`src/rtl/load_store_ctrl_if.sv`:
```
// Decode-side and data-memory-side signals of the load/store controller.
// The slave modport is the controller; the master modport drives decode and memory responses.
interface load_store_ctrl_if;
  logic        start;
  logic [6:0]  opcode;
  logic [2:0]  funct3;
  logic [31:0] rs1_val;
  logic [31:0] imm;
  logic [31:0] store_data;
  logic        mem_ack;
  logic [31:0] mem_rdata;
  logic        mem_req;
  logic        mem_we;
  logic [31:0] mem_addr;
  logic [3:0]  mem_be;
  logic [31:0] mem_wdata;
  logic        stall;
  logic [31:0] load_data;
  logic        wb_en;
  logic [1:0]  fault;

  modport master (
    output start, opcode, funct3, rs1_val, imm, store_data, mem_ack, mem_rdata,
    input  mem_req, mem_we, mem_addr, mem_be, mem_wdata, stall, load_data, wb_en, fault
  );

  modport slave (
    input  start, opcode, funct3, rs1_val, imm, store_data, mem_ack, mem_rdata,
    output mem_req, mem_we, mem_addr, mem_be, mem_wdata, stall, load_data, wb_en, fault
  );
endinterface

```
`src/rtl/load_store_ctrl.sv`:
```
// Load/store controller: issues one data-memory transfer per decoded load/store,
// checks alignment and funct3, times out a missing ack, and extends load results.
module load_store_ctrl #(
  parameter int TIMEOUT_CYCLES = 15
) (
  input logic              clk,
  input logic              reset,
  load_store_ctrl_if.slave bus
);
  localparam logic [6:0] OP_LOAD  = 7'b0000011;
  localparam logic [6:0] OP_STORE = 7'b0100011;
  localparam int         CW       = $clog2(TIMEOUT_CYCLES + 1);

  typedef enum logic [1:0] {
    IDLE = 2'd0,
    REQ  = 2'd1,
    DONE = 2'd2,
    ERR  = 2'd3
  } state_t;

  state_t        state_q;
  logic [CW-1:0] wait_q;
  logic          mem_req_q;
  logic          mem_we_q;
  logic [31:0]   mem_addr_q;
  logic [3:0]    mem_be_q;
  logic [31:0]   mem_wdata_q;
  logic [31:0]   load_data_q;
  logic          wb_en_q;
  logic [1:0]    fault_q;
  logic [2:0]    f3_q;
  logic [1:0]    off_q;

  logic [31:0]   ea_d;
  logic          is_load_d;
  logic          is_store_d;
  logic          illegal_d;
  logic          misaligned_d;
  logic [1:0]    fault_d;
  logic          accept_d;

  function automatic logic f3_legal(input logic store, input logic [2:0] f3);
    logic ok;
    case (f3)
      3'b000, 3'b001, 3'b010: ok = 1'b1;
      3'b100, 3'b101:         ok = ~store;
      default:                ok = 1'b0;
    endcase
    return ok;
  endfunction

  function automatic logic [3:0] byte_en(input logic [2:0] f3, input logic [1:0] off);
    logic [3:0] be;
    case (f3[1:0])
      2'b00:   be = 4'b0001 << off;
      2'b01:   be = off[1] ? 4'b1100 : 4'b0011;
      default: be = 4'b1111;
    endcase
    return be;
  endfunction

  function automatic logic [31:0] lane_data(input logic [2:0] f3, input logic [31:0] d);
    logic [31:0] w;
    case (f3[1:0])
      2'b00:   w = {4{d[7:0]}};
      2'b01:   w = {2{d[15:0]}};
      default: w = d;
    endcase
    return w;
  endfunction

  function automatic logic [31:0] extend(input logic [2:0] f3, input logic [1:0] off,
                                         input logic [31:0] d);
    logic [7:0]  b;
    logic [15:0] h;
    logic [31:0] r;
    b = 8'(d >> {off, 3'b000});
    h = off[1] ? d[31:16] : d[15:0];
    case (f3)
      3'b000:  r = {{24{b[7]}}, b};
      3'b001:  r = {{16{h[15]}}, h};
      3'b100:  r = {24'd0, b};
      3'b101:  r = {16'd0, h};
      default: r = d;
    endcase
    return r;
  endfunction

  // Decode the incoming request; illegal funct3 outranks misalignment.
  always_comb begin
    ea_d       = bus.rs1_val + bus.imm;
    is_load_d  = (bus.opcode == OP_LOAD);
    is_store_d = (bus.opcode == OP_STORE);
    illegal_d  = ~f3_legal(is_store_d, bus.funct3);
    case (bus.funct3[1:0])
      2'b01:   misaligned_d = ea_d[0];
      2'b10:   misaligned_d = (ea_d[1:0] != 2'b00);
      default: misaligned_d = 1'b0;
    endcase
    if (illegal_d) begin
      fault_d = 2'b10;
    end else if (misaligned_d) begin
      fault_d = 2'b01;
    end else begin
      fault_d = 2'b00;
    end
    accept_d = (state_q == IDLE) && bus.start && (is_load_d || is_store_d) &&
               (fault_d == 2'b00);
  end

  always_ff @(posedge clk or posedge reset) begin
    if (reset) begin
      state_q     <= IDLE;
      wait_q      <= '0;
      mem_req_q   <= 1'b0;
      mem_we_q    <= 1'b0;
      mem_addr_q  <= 32'd0;
      mem_be_q    <= 4'd0;
      mem_wdata_q <= 32'd0;
      load_data_q <= 32'd0;
      wb_en_q     <= 1'b0;
      fault_q     <= 2'b00;
      f3_q        <= 3'd0;
      off_q       <= 2'd0;
    end else begin
      case (state_q)
        IDLE: begin
          wb_en_q <= 1'b0;
          fault_q <= 2'b00;
          if (bus.start && (is_load_d || is_store_d)) begin
            if (fault_d != 2'b00) begin
              fault_q <= fault_d;
              state_q <= ERR;
            end else begin
              mem_req_q   <= 1'b1;
              mem_we_q    <= is_store_d;
              mem_addr_q  <= {ea_d[31:2], 2'b00};
              mem_be_q    <= byte_en(bus.funct3, ea_d[1:0]);
              mem_wdata_q <= is_store_d ? lane_data(bus.funct3, bus.store_data) : 32'd0;
              f3_q        <= bus.funct3;
              off_q       <= ea_d[1:0];
              wait_q      <= '0;
              state_q     <= REQ;
            end
          end
        end
        REQ: begin
          // An ack in the final allowed cycle still completes the transfer.
          if (bus.mem_ack) begin
            mem_req_q <= 1'b0;
            wb_en_q   <= ~mem_we_q;
            if (!mem_we_q) begin
              load_data_q <= extend(f3_q, off_q, bus.mem_rdata);
            end
            state_q <= DONE;
          end else if (wait_q == CW'(TIMEOUT_CYCLES - 1)) begin
            mem_req_q <= 1'b0;
            fault_q   <= 2'b11;
            state_q   <= ERR;
          end else begin
            wait_q <= wait_q + CW'(1);
          end
        end
        DONE: begin
          wb_en_q <= 1'b0;
          state_q <= IDLE;
        end
        ERR: begin
          fault_q <= 2'b00;
          state_q <= IDLE;
        end
        default: begin
          mem_req_q <= 1'b0;
          wb_en_q   <= 1'b0;
          fault_q   <= 2'b00;
          state_q   <= IDLE;
        end
      endcase
    end
  end

  assign bus.mem_req   = mem_req_q;
  assign bus.mem_we    = mem_we_q;
  assign bus.mem_addr  = mem_addr_q;
  assign bus.mem_be    = mem_be_q;
  assign bus.mem_wdata = mem_wdata_q;
  assign bus.load_data = load_data_q;
  assign bus.wb_en     = wb_en_q;
  assign bus.fault     = fault_q;
  assign bus.stall     = accept_d || (state_q == REQ);
endmodule

```
`src/flat_wrapper.sv`:
```
// flat-port wrapper written by rule: the top's interface ports become plain ports
module load_store_ctrl_flat 
#(
  parameter int TIMEOUT_CYCLES = 15
)
  (clk, reset, bus_start, bus_opcode, bus_funct3, bus_rs1_val, bus_imm, bus_store_data, bus_mem_ack, bus_mem_rdata, bus_mem_req, bus_mem_we, bus_mem_addr, bus_mem_be, bus_mem_wdata, bus_stall, bus_load_data, bus_wb_en, bus_fault);
  load_store_ctrl_if bus_i ();
  input logic clk;
  input logic reset;
  input wire logic [$bits(bus_i.start)-1:0] bus_start;
  input wire logic [$bits(bus_i.opcode)-1:0] bus_opcode;
  input wire logic [$bits(bus_i.funct3)-1:0] bus_funct3;
  input wire logic [$bits(bus_i.rs1_val)-1:0] bus_rs1_val;
  input wire logic [$bits(bus_i.imm)-1:0] bus_imm;
  input wire logic [$bits(bus_i.store_data)-1:0] bus_store_data;
  input wire logic [$bits(bus_i.mem_ack)-1:0] bus_mem_ack;
  input wire logic [$bits(bus_i.mem_rdata)-1:0] bus_mem_rdata;
  output wire logic [$bits(bus_i.mem_req)-1:0] bus_mem_req;
  output wire logic [$bits(bus_i.mem_we)-1:0] bus_mem_we;
  output wire logic [$bits(bus_i.mem_addr)-1:0] bus_mem_addr;
  output wire logic [$bits(bus_i.mem_be)-1:0] bus_mem_be;
  output wire logic [$bits(bus_i.mem_wdata)-1:0] bus_mem_wdata;
  output wire logic [$bits(bus_i.stall)-1:0] bus_stall;
  output wire logic [$bits(bus_i.load_data)-1:0] bus_load_data;
  output wire logic [$bits(bus_i.wb_en)-1:0] bus_wb_en;
  output wire logic [$bits(bus_i.fault)-1:0] bus_fault;
  assign bus_i.start = bus_start;
  assign bus_i.opcode = bus_opcode;
  assign bus_i.funct3 = bus_funct3;
  assign bus_i.rs1_val = bus_rs1_val;
  assign bus_i.imm = bus_imm;
  assign bus_i.store_data = bus_store_data;
  assign bus_i.mem_ack = bus_mem_ack;
  assign bus_i.mem_rdata = bus_mem_rdata;
  assign bus_mem_req = bus_i.mem_req;
  assign bus_mem_we = bus_i.mem_we;
  assign bus_mem_addr = bus_i.mem_addr;
  assign bus_mem_be = bus_i.mem_be;
  assign bus_mem_wdata = bus_i.mem_wdata;
  assign bus_stall = bus_i.stall;
  assign bus_load_data = bus_i.load_data;
  assign bus_wb_en = bus_i.wb_en;
  assign bus_fault = bus_i.fault;
  load_store_ctrl #(.TIMEOUT_CYCLES(TIMEOUT_CYCLES)) u_core (.clk(clk), .reset(reset), .bus(bus_i));
endmodule
```
`config.mk`:
```
export PLATFORM = sky130hd
export DESIGN_NAME = load_store_ctrl_flat
export DESIGN_NICKNAME = d
export VERILOG_FILES = /design/src/rtl/load_store_ctrl_if.sv /design/src/rtl/load_store_ctrl.sv /design/src/flat_wrapper.sv
export SDC_FILE = /design/constraint.sdc
export NUM_CORES = 1
export LEC_CHECK = 0
export CAP_MARGIN = 20
export CORE_MARGIN = 2
export CORE_UTILIZATION = 42
export CTS_CLUSTER_DIAMETER = 120
export DETAILED_ROUTE_END_ITERATION = 10
export PLACE_DENSITY = 0.86
export SLEW_MARGIN = 10
export SYNTH_ARGS = -nofsm -noshare
export SYNTH_HDL_FRONTEND = slang
export SYNTH_SLANG_ARGS = --single-unit
```
`constraint.sdc`:
```
create_clock -name clk -period 3.6 [get_ports clk]
set_input_delay 0.36 -clock clk [delete_from_list [all_inputs] [get_ports clk]]
set_output_delay 0.36 -clock clk [all_outputs]
set_load 0.01 [all_outputs]
```
==> flow_metrics.py <==
metrics = {
    "logic_synthesis": {
        "yosys-top-cells-area": "dfrtp_1, nand2_1, a21oi_1",
        "yosys.area.top_type": "dfrtp_1",
        "netlist-cell-type-count": 59,
        "async_flop_share_pct": 100.0,
        "synth_area_per_cell_sq_um": 8.304,
        "ys.flop_type": "dfrtp_1",
        "syn_area_sq_mm": 0.007042,
        "synth_seq_cells": 114,
        "syn-instance-count": 848,
        "yosys.area.top_type_share_pct": 40.51,
        "yosys_warnings": 0,
        "ys_seq_area_share_pct": 40.51,
        "synth_edf_count": 0,
    },
    "pwr": {
        "total_leakage_power_nw": 4.411,
        "power_per_cell_area_mw_per_mm2": 429.8,
        "netSwitchingPower_mw": 1.269,
        "p_clk_share_pct": 36.8,
        "swShare_pct": 28.86,
        "ir_drop_v": 0.0003374,
        "combinationalPowerShare_pct": 28.0,
        "power.share.sequential_pct": 35.2,
        "power.internal_mw": 3.127,
    },
    "timing": {
        "min_period_ns": 3.125,
        "drv_slew": 0,
        "final-hold-violation-count": 0,
        "rsz0062_at_grt": "false",
        "period_share_pct": 86.80,
        "fmax_ghz": 0.3200,
        "setup_viol": 0,
        "finalSetupTns_ns": 0,
        "slew-limit-headroom_pct": 45.98,
        "skew_ns": 0.009030,
        "tightest_slew_ns": 0.8037,
        "setup_ws_ns": 0.4753,
    },
    "placed_design": {
        "port_buffers": 245,
        "dp_cells": 1270,
        "place_hpwl_microns": 16630,
        "gp_congestion": 0.9513,
        "pre_cts_ws_ns": 0.2703,
    },
    "clock_tree": {
        "cts.hold.buffers_added": 0,
        "h-tree-depth": 4,
        "path_clk_slew_ns": 0.05,
        "cts_setup_buffers": 0,
        "cts_resized": 0,
        "cts_made_buffers": 17,
        "clk_latency_ns": 0.42,
        "cts_root_buf": "clkbuf_16",
        "cts_tree": "yes",
        "cts.sinks": 114,
        "clockBufferDepth": 2,
    },
    "global_route": {
        "grt_max_degree": 83,
        "first_global_vias": 7108,
        "grt_pass1_wl_microns": 35650,
        "grt-ovfl-total": 0,
        "grt_util_all_layers_pct": 25.24,
        "grt_antenna_before_repair": 0,
    },
    "cells_and_area": {
        "drive_above_1_share_pct": 6.198,
        "fillers": 1408,
        "area.growth.synth_to_final_pct": 45.24,
        "diodes": 0,
        "layout.area.seq_sq_mm": 0.002853,
        "instances_no_fill": 1301,
        "multi_input_comb_area_sq_mm": 0.003892,
        "num-nets-final": 1248,
    },
    "worst_setup_path": {
        "cpPeakStageDelay_ns": 0.60,
        "cp-end-kind": "output pin",
        "cp_max_fo": 4,
        "r2r-end": "u_core.bus.load_data[27]",
        "crit_type": "input port to output pin",
        "critPathMostFrequentCell": "clkdlybuf4s50_1",
        "worst_ep_required_time_ns": 3.24,
        "timing.rr.start": "u_core.off_q[1]",
        "path_buf_inv": 2,
        "worstRegToRegCells": 7,
        "critical_path.startpoint_type": "input port",
        "r2r_slack_ns": 1.13,
        "path_cells": "clkdlybuf4s50_1 -> ha_1 -> fa_1 -> nand2_1 -> a21bo_2 -> nand4_4 -> a21oi_1 -> clkdlybuf4s50_1",
        "path_delay_family": "buffers and inverters",
        "crit_arrival_ns": 2.76,
        "slowest_stage": "clkdlybuf4s50_1",
    },
    "hold_path": {
        "hold_class": "input port to async pin",
    },
    "die": {
        "core_region_area_sq_mm": 0.01647,
        "io_pins": 248,
        "dieArea_sq_mm": 0.01782,
        "die_x_microns": 133.5,
        "start_util_pct": 42.77,
        "rows": 47,
        "fp.dieH_microns": 133.5,
    },
    "detailed_routing": {
        "wl_met3_microns": 1770,
        "vias": 7270,
        "first_pass_iters": 6,
        "drt-initial-drc-count": 413,
        "wl_met2_microns": 10480,
        "drc": 0,
        "via_per_inst": 5.588,
        "ant_nets": 0,
        "wl_met1_microns": 8828,
        "wl_microns": 22050,
        "wl_per_cell_microns": 16.95,
        "maxUsedRoutingLayer": "met4",
    },
    "run_status": {
        "outcome": "complete, no violations",
    },
    "job": {
        "drv_cap": 0,
    },
}
[sequential cells by signal, summed over array words and instances, names as in the netlist]
signal                flops
u_core.bus.mem_wdata     32
u_core.bus.mem_we         1
u_core.bus.wb_en          1
u_core.bus.mem_req        1
u_core.bus.mem_addr      30
u_core.bus.fault          2
u_core.f3_q               3
u_core.state_q            2
u_core.bus.load_data     32
u_core.off_q              2
u_core.bus.mem_be         4
u_core.wait_q             4
[synthesized netlist by cell type (10+ instances only)]
library cell	n
a21oi_1	105
a31oi_1	13
buf_2	12
clkbuf_1	34
dfrtp_1	114
ha_1	36
inv_1	15
mux2i_1	10
nand2_1	142
nand3_1	32
nand4_1	12
nor2_1	79
nor3_1	10
o21ai_0	72
xnor2_1	11
xor2_1	13
[placed cells by master, fill, tap and decap left out, types with 10 or more instances in the layout]
cell type	count
a21oi_1	105
a31oi_1	13
buf_4	14
clkbuf_16	17
clkdlybuf4s50_1	245
dfrtp_1	114
ha_1	36
inv_1	14
mux2i_1	10
nand2_1	142
nand3_1	32
nand4_1	12
nor2_1	79
o21ai_0	72
xnor2_1	11
xor2_1	13
[cells by family (layout without fill, tap and decap cells)]
logic type | Yosys count | after routing | share of synthesized area [%]
AOI/OAI and AO/OA | 268 | 268 | 22.89
and+or+nand+nor | 311 | 311 | 19.60
other | 1 | 2 | 0.05325
buffers and inverters | 74 | 306 | 4.424
xor gates and xnor gates | 24 | 24 | 2.985
DFF | 114 | 114 | 40.51
muxes | 19 | 19 | 2.861
adders and majority gates | 37 | 37 | 6.681
[power by group through the flow]
| stage | sequential, mW | combinational, mW | clock, mW |
|---|---|---|---|
| 3_5_place_dp | 1.57 | 1.22 | 0 |
| 6_report | 1.55 | 1.23 | 1.62 |
| 3_3_place_gp | 1.56 | 1.20 | 0 |
| 5_1_grt | 1.57 | 1.35 | 1.70 |
| 2_1_floorplan | 1.62 | 0.545 | 0 |
| 4_1_cts | 1.55 | 1.23 | 1.64 |
[how the worst max path moves through the flow]
stage,start,endpoint,cells after the start,slack (ns)
global route,bus_imm[0],bus_stall,8,0.40
global placement,bus_imm[0],u_core.bus.mem_addr[19],10,0.29
detailed placement,bus_imm[0],u_core.bus.mem_addr[19],10,0.27
floorplan,reset,u_core.bus.fault[0],1,0.22
CTS,bus_imm[0],bus_stall,8,0.45
finish,bus_imm[0],bus_stall,8,0.48
[final cells by class]
type,count,area share [%]
Clock buffer,21,4.502
Multi-Input combinational cell,661,38.06
Timing Repair Buffer,260,25.20
Inverter,15,0.5750
Clock inverter,10,1.077
Tap cell,220,2.691
Sequential cell,114,27.89
[metrics by stage]
step	total power [mW]	hold slack [ns]	util, %	instance area (sq um)
floorplan	2.160	0.4726	-	7046
CTS	4.420	0.3165	62.11	10230
finish	4.396	0.3039	62.11	10230
global placement	2.758	0.4507	58.65	9657
detailed placement	2.788	0.4590	58.65	9657
global route	4.620	0.3378	62.11	10230
[routing by layer]
layer,vias to the layer above,GRT usage [%]
li1,3461,-
met1,3396,30.64
met2,340,41.49
met3,73,5.974
met4,0,13.89
met5,-,0
Note: power is estimated with default switching activity, not from simulation.
==> edit (same settings) <==
`TIMEOUT_CYCLES` is set to 15 in 2 places; all go to 17.
--- a/src/rtl/load_store_ctrl.sv
+++ b/src/rtl/load_store_ctrl.sv
@@ -3,3 +3,3 @@
 module load_store_ctrl #(
-  parameter int TIMEOUT_CYCLES = 15
+  parameter int TIMEOUT_CYCLES = 17
 ) (
--- a/src/flat_wrapper.sv
+++ b/src/flat_wrapper.sv
@@ -3,3 +3,3 @@
 #(
-  parameter int TIMEOUT_CYCLES = 15
+  parameter int TIMEOUT_CYCLES = 17
 )
Behaviour: same outputs for any inputs over 4 cycles, from zero or initial values and one cycle with reset high; that may be too few to reach the edited logic, so the function may still have changed.
==> edit against the unedited design <==
Count of clock-buffer cells in the layout unchanged. Largest cell class unchanged. Sequential cell count up 1. Design area shrank 0.31%. Worst setup slack worse by 85 ps. Non-clock buffer count shrank 6. Global-route usage shrank 0.61 points. Synthesized area decreased by 0.80%. Critical path type unchanged. Register-to-register slack lost 100 ps. Wire length is 2.4% lower. Power rose by 2.9%.
==> edit: results <==
cells_and_area:
  fillCellCount: 1389
  drive_above_1_share: 0.0580
  layout.nets: 1254
routing:
  wl_um: 21500
  via_per_inst: 5.45
  drt_first_pass_iters: 7
  route.met2.wl_um: 10200
  wl_per_cell_um: 16.5
  wl_met3_um: 1400
worst_setup_path:
  rr_endpoint: "u_core.bus.load_data[16]"
  arrival_ps: 2850
  critPathMaxFanout: 3
  worstRegToRegCells: 5
  slowest_delay_ps: 560
global_routing:
  grt_pass1_vias: 6842
  grt_use_met3: 0.0490
  grt_max_degree: 108
pwr:
  power.leakage_uw: 0.00453
  ir_drop_v: 0.000338
  powerComb_uw: 1310
placement:
  dpl_cell_area_um2: 9630
  gp_congestion: 0.903
  dp_hpwl_um: 16000
timing:
  hold_ws_ps: 358
yosys:
  synth_compound_area_frac: 0.201
  synthAdderAreaFrac: 0.0673
  synth.mux.area_fraction: 0.0292
  synth_xor_area_frac: 0.0414
  synth_common_cells: "nand2_1 (177), dfrtp_1 (115), a21oi_1 (97)"
  ys_seq_area_frac: 0.412
run_status:
  status: "completed"
[edit: cell count changes in the layout (fill, tap and decap cells not counted), sizes merged, moves of 3 or more]
cell	unedited run	this run
and3	6	2
and4	3	0
a21oi	105	97
nand2	142	178
buf	15	9
nor2	79	84
nor3	10	7
inv	15	19
xnor2	11	20
nand3	32	36
o21ai	73	76
a2bb2oi	7	0
o211ai	9	4
[edit: layout make-up]
| class | count | share of cell area |
|---|---|---|
| clock buffer | 21 | 0.0452 |
| clock inverter | 10 | 0.0107 |
| inverter | 19 | 0.00724 |
| multi-input combinational | 668 | 0.376 |
| sequential | 115 | 0.282 |
| tap | 220 | 0.0270 |
| timing repair buffer | 254 | 0.252 |
[edit: metrics by stage]
| stage | setup WS [ps] | power (uW) |
|---|---|---|
| after global routing | 216 | 4750 |
| after global placement | 428 | 2860 |
| after floorplan | 196 | 2230 |
| final | 391 | 4520 |
| after CTS | 390 | 4540 |
| after detailed placement | 379 | 2890 |
